$ cat src/rtl/tape_in_pkg.sv
// Shared types and widths for the tape input conditioner.
package tape_in_pkg;

    localparam int PERIOD_W = 16;
    localparam int ACT_W    = 24;

    typedef enum logic [1:0] {
        ST_LOW       = 2'd0,
        ST_HIGH      = 2'd1,
        ST_HOLD_LOW  = 2'd2,
        ST_HOLD_HIGH = 2'd3
    } tape_state_e;

    // Increment that sticks at all-ones instead of wrapping.
    function automatic logic [PERIOD_W-1:0] sat_inc(input logic [PERIOD_W-1:0] v);
        if (v == {PERIOD_W{1'b1}}) begin
            return v;
        end else begin
            return v + PERIOD_W'(1'b1);
        end
    endfunction

endpackage

$ cat src/rtl/tape_in_sync.sv
// Two-flop synchroniser for the asynchronous tape level.
module tape_in_sync (
    input  logic clk,
    input  logic reset,
    input  logic d,
    output logic q
);

    logic meta_q;
    logic sync_q;

    // Metastability chain, clocked every cycle.
    always_ff @(posedge clk) begin
        if (reset) begin
            meta_q <= 1'b0;
            sync_q <= 1'b0;
        end else begin
            meta_q <= d;
            sync_q <= meta_q;
        end
    end

    assign q = sync_q;

endmodule

$ cat src/rtl/tape_in_conditioner.sv
// Tape input conditioner: sync, glitch filter, hold-off FSM and edge period timer.
// Optional activity LED counter is built only when TAPE_ACTIVITY_LED_EN is defined.
module tape_in_conditioner
    import tape_in_pkg::*;
#(
    parameter int FILT_LEN    = 8,
    parameter int HOLDOFF     = 64,
    parameter int ACT_TIMEOUT = 2_000_000
) (
    input  logic                clk,
    input  logic                reset,
    input  logic                ce,
    input  logic                tape_raw,
    input  logic                invert,
    output logic                tape_o,
    output logic                edge_o,
    output logic [PERIOD_W-1:0] period_o,
    output logic                period_valid_o,
    output logic                activity_o
);

    localparam int                HOLD_W    = (HOLDOFF > 1) ? $clog2(HOLDOFF) : 1;
    localparam logic [HOLD_W-1:0] HOLD_INIT = HOLD_W'(HOLDOFF - 1);

    logic                sync_s;
    logic                rise_s;
    logic [FILT_LEN-1:0] win_q;
    logic [FILT_LEN-1:0] win_d;
    tape_state_e         state_q;
    logic [HOLD_W-1:0]   hold_q;
    logic                tape_q;
    logic                edge_q;
    logic                pvalid_q;
    logic                armed_q;
    logic [PERIOD_W-1:0] pcnt_q;
    logic [PERIOD_W-1:0] period_q;

    tape_in_sync u_sync (
        .clk   (clk),
        .reset (reset),
        .d     (tape_raw ^ invert),
        .q     (sync_s)
    );

    // Sample window advances only on strobe cycles.
    always_comb begin
        win_d = win_q;
        if (ce) begin
            win_d = {win_q[FILT_LEN-2:0], sync_s};
        end else begin
            win_d = win_q;
        end
    end

    // The FSM judges the window including this strobe's sample.
    assign rise_s = ce && (state_q == ST_LOW) && (&win_d);

    // Window register.
    always_ff @(posedge clk) begin
        if (reset) begin
            win_q <= '0;
        end else begin
            win_q <= win_d;
        end
    end

    // Level FSM with hold-off, edge pulse and period capture.
    always_ff @(posedge clk) begin
        if (reset) begin
            state_q  <= ST_LOW;
            hold_q   <= '0;
            tape_q   <= 1'b0;
            edge_q   <= 1'b0;
            pvalid_q <= 1'b0;
            armed_q  <= 1'b0;
            pcnt_q   <= '0;
            period_q <= '0;
        end else begin
            edge_q   <= 1'b0;
            pvalid_q <= 1'b0;
            if (ce) begin
                pcnt_q <= sat_inc(pcnt_q);
                case (state_q)
                    ST_LOW: begin
                        if (rise_s) begin
                            state_q <= ST_HOLD_HIGH;
                            hold_q  <= HOLD_INIT;
                            tape_q  <= 1'b1;
                            edge_q  <= 1'b1;
                            armed_q <= 1'b1;
                            pcnt_q  <= '0;
                            // The first edge after reset only starts the timer.
                            if (armed_q) begin
                                period_q <= sat_inc(pcnt_q);
                                pvalid_q <= 1'b1;
                            end else begin
                                period_q <= period_q;
                            end
                        end else begin
                            state_q <= ST_LOW;
                        end
                    end
                    ST_HIGH: begin
                        if (~|win_d) begin
                            state_q <= ST_HOLD_LOW;
                            hold_q  <= HOLD_INIT;
                            tape_q  <= 1'b0;
                        end else begin
                            state_q <= ST_HIGH;
                        end
                    end
                    ST_HOLD_HIGH: begin
                        if (hold_q == '0) begin
                            state_q <= ST_HIGH;
                        end else begin
                            hold_q <= hold_q - HOLD_W'(1'b1);
                        end
                    end
                    ST_HOLD_LOW: begin
                        if (hold_q == '0) begin
                            state_q <= ST_LOW;
                        end else begin
                            hold_q <= hold_q - HOLD_W'(1'b1);
                        end
                    end
                    default: begin
                        state_q <= ST_LOW;
                        tape_q  <= 1'b0;
                    end
                endcase
            end else begin
                state_q <= state_q;
            end
        end
    end

    assign tape_o         = tape_q;
    assign edge_o         = edge_q;
    assign period_o       = period_q;
    assign period_valid_o = pvalid_q;

`ifdef TAPE_ACTIVITY_LED_EN
    logic [ACT_W-1:0] act_q;
    logic             act_led_q;

    // Retriggerable activity timer; the LED flag mirrors a non-zero count.
    always_ff @(posedge clk) begin
        if (reset) begin
            act_q     <= '0;
            act_led_q <= 1'b0;
        end else if (rise_s) begin
            act_q     <= ACT_W'(ACT_TIMEOUT);
            act_led_q <= (ACT_TIMEOUT != 32'sd0);
        end else if (ce && (act_q != '0)) begin
            act_q     <= act_q - ACT_W'(1'b1);
            act_led_q <= (act_q != ACT_W'(1'b1));
        end else begin
            act_q     <= act_q;
            act_led_q <= act_led_q;
        end
    end

    assign activity_o = act_led_q;
`else
    // Without the LED the timeout is only referenced, never built.
    assign activity_o = 1'b0 & (ACT_TIMEOUT != 32'sd0);
`endif

endmodule

$ cat config.mk
export PLATFORM = sky130hd
export DESIGN_NAME = tape_in_conditioner
export DESIGN_NICKNAME = d
export VERILOG_FILES = /design/src/rtl/tape_in_pkg.sv /design/src/rtl/tape_in_sync.sv /design/src/rtl/tape_in_conditioner.sv
export SDC_FILE = /design/constraint.sdc
export NUM_CORES = 1
export LEC_CHECK = 0
export CAP_MARGIN = 20
export CORE_ASPECT_RATIO = 1.4
export CORE_UTILIZATION = 59
export CTS_BUF_LIST = sky130_fd_sc_hd__clkbuf_4
export DETAILED_ROUTE_END_ITERATION = 12
export PLACE_DENSITY_LB_ADDON = 0.05
export SYNTH_ARGS = -nofsm -noshare
export SYNTH_HDL_FRONTEND = slang
export SYNTH_SLANG_ARGS = --single-unit
$ cat constraint.sdc
create_clock -name clk -period 2.2 [get_ports clk]
set_clock_uncertainty 0.05 [all_clocks]
set_input_delay 0.55 -clock clk [delete_from_list [all_inputs] [get_ports clk]]
set_output_delay 0.55 -clock clk [all_outputs]
set_load 0.05 [all_outputs]
==> metrics.csv <==
metric,value,unit
Syn Inst Count,314,
endpoints failing hold,0,
design area,0.00323,mm^2
Starting Density,61.2,%
CTS tree,yes,
share of cells above drive strength 1,19.5,%
Synth Area in Compound Gates,20.0,%
CTS root buf,clkbuf_4,
top-area cell type share of the netlist area,38.6,%
Via Count,2390,
fmax,467,MHz
worst r2r path cells,6,
"Seq/Total Area, Yosys",38.6,%
Worst Hold Slack,403,ps
remaining global-route overflow,0,
I/O pins,25,
Syn Nets,322,
power consumption,1.61,mW
Routed wire per std cell,15.0,um
CP max FO,2,
final-report setup violation count,0,
Worst Path Arrival,1540,ps
pin count of the biggest net entering global routing,27,
"commonest non-fill, non-tap cell in the layout",dfxtp_1,
area delta synth->final,17.3,%
Hold Crit Class,in2reg,
CTS buffer count,5,
final net count,355,
core box area,0.00450,mm^2
DRC Markers,0,
Top Metal Used,met4,
gpl congestion,0.913,
CP Depth,1,
#FFs+latches synth,53,
diode count,0,
"Distinct cells, synth",57,
Synth Cell Area,0.00275,mm^2
post-synthesis async set-or-reset flop share,0,%
Top delay family on crit path,buffers and inverters,
delay of the slowest critical-path stage,800,ps
CTS sink cnt,53,
crit-path cells,clkdlybuf4s50_1,
Synth Area in Simple Gates,27.1,%
critical path required time,1600,ps
DP Worst Slack,-314,ps
Slew @ Worst Pin,510,ps
CP Launch Point,period_o[5]$_SDFFE_PP0P_,
Setup TNS,0,ps
die height,82.8,um
mux cell area share after synthesis,4.37,%
"commonest non-fill, non-tap cells in the layout","dfxtp_1, nand2_1, nor2_1, buf_4, a21oi_1",
initial drt markers,125,
P_leak,1.37,nW
PortBufs,23,
Final ANT Viol Nets,0,
flop-to-flop setup slack,160,ps
max cap viols,0,
Pre-antenna DRT Iters,4,
Ys Warns,0,
die area,0.00494,mm^2
met1 wire length,2520,um
total routing usage reported by global routing,27.1,%
Period minus WS final,2140,ps
setup ws final,57.5,ps
leading area contributor after synthesis,dfxtp_1,
Critical path destination,period_o[5],
initial antenna violation count,0,
vias in the first global route,2351,
FF-to-FF Start,pcnt_q[10]$_SDFFE_PP0P_,
Mean Syn Cell Area,8.76,um^2
CTS Buffer Depth,2,
pwr/cell area,498,mW/mm^2
met3 wire length,132,um
post-DR vias/cell,5.83,
num rows,29,
DP Area,0.00312,mm^2
critical path type,reg2out,
Die X-Extent,59.7,um
DPL Wire Length,4600,um
crit start category,register,
"Clk pin slew, worst setup/hold paths",160,ps
Post-CTS Setup Bufs,0,
CP max stage cell,clkdlybuf4s50_1,
cts hold-fix bufs,0,
number of flops mapped to enable cells by yosys,0,
H-tree levels,2,
Synth area leaders,"dfxtp_1, mux2i_1, nand2_1, a21oi_1, nor2_1",
Synth Area in Adders,1.36,%
worst ir drop on vdd,503,uV
first-pass GRT wire length,10400,um
period utilization,97.4,%
Post-CTS Resized,0,
worst skew pair latency,380,ps
run status,"complete, no violations",
detailed-route wire length,6170,um
largest family of logic cells by synthesized area,simple AND/OR/NAND/NOR gates,
Buffers & Inverters on Critical Path,1,
Slew HR,65.9,%
Post-Synth XOR/XNOR Area,2.55,%
metal2 WL,3290,um
RR Endpoint,period_o[11]$_SDFFE_PP0P_,
Crit. End Element,output port,
Final Max Slew Viols,0,
Synth Flop Type,dfxtp_1,
-- layer usage --
layer,global-route usage (%),vias to the layer above
met5,0,-
met4,13.1,0
met3,4.98,15
met2,47.9,45
met1,29.5,1129
li1,-,1201
-- synth_stat cells, types with 7 or more instances --
master and count:
dfxtp_1 53, nand2_1 30, nor2_1 25, a21oi_1 19, nand3_1 15, mux2i_1 12
inv_1 11, nand4_1 11, buf_2 9, or3_1 9, o21ai_0 8, a211oi_2 7
-- cells by family after synthesis --
| group | after synthesis |
|---|---|
| AO/OA/AOI/OAI | 72 |
| XOR/XNOR | 8 |
| adder cells (fa/ha/maj) | 3 |
| buffers and inverters | 33 |
| flip-flops | 53 |
| multiplexers | 12 |
| other | 1 |
| AND/OR/NAND/NOR | 132 |
-- registers in the layout (all words and copies together) (netlist names) --
signal and count:
armed_q 1, state_q 2, tape_o 1, period_valid_o 1
period_o 16, pcnt_q 16, hold_q 6, edge_o 1
u_sync.q 1, win_q 7, u_sync.meta_q 1
-- worst min-delay path by stage --
stage                          endpoint  slack [ps]  cells after the start                      from
2_1_floorplan       u_sync.q$_SDFF_PP0_         360                      1  u_sync.meta_q$_SDFF_PP0_
3_3_place_gp        u_sync.q$_SDFF_PP0_         370                      1  u_sync.meta_q$_SDFF_PP0_
3_5_place_dp   period_o[0]$_SDFFE_PP0P_         400                      2  period_o[0]$_SDFFE_PP0P_
4_1_cts          hold_q[3]$_SDFFE_PP0P_         400                      2                     reset
5_1_grt          hold_q[3]$_SDFFE_PP0P_         390                      2                     reset
6_report         hold_q[3]$_SDFFE_PP0P_         400                      2                     reset
-- where the power goes --
part | internal [mW] | switching, mW | total [mW] | leakage [nW]
combinational | 0.0306 | 0.0570 | 0.0876 | 0.907
clock | 0.236 | 0.312 | 0.547 | 0.0389
sequential | 0.967 | 0.00570 | 0.973 | 0.428
total | 1.23 | 0.374 | 1.61 | 1.37
-- through the flow --
step           cells  util (%)
6_report         410      71.7
3_3_place_gp     402      69.3
3_5_place_dp     402      69.3
4_1_cts          410      71.1
2_1_floorplan    314         -
5_1_grt          410      71.7
-- layout make-up --
class / instances / area, um^2
Clock buffer: 5 / 37.5
Clock inverter: 3 / 41.3
Fill cell: 406 / 1270
Inverter: 11 / 41.3
Multi-Input combinational cell: 228 / 1530
Sequential cell: 53 / 1060
Tap cell: 62 / 77.6
Timing Repair Buffer: 48 / 438
No activity file was read; power rests on OpenSTA's default activity.
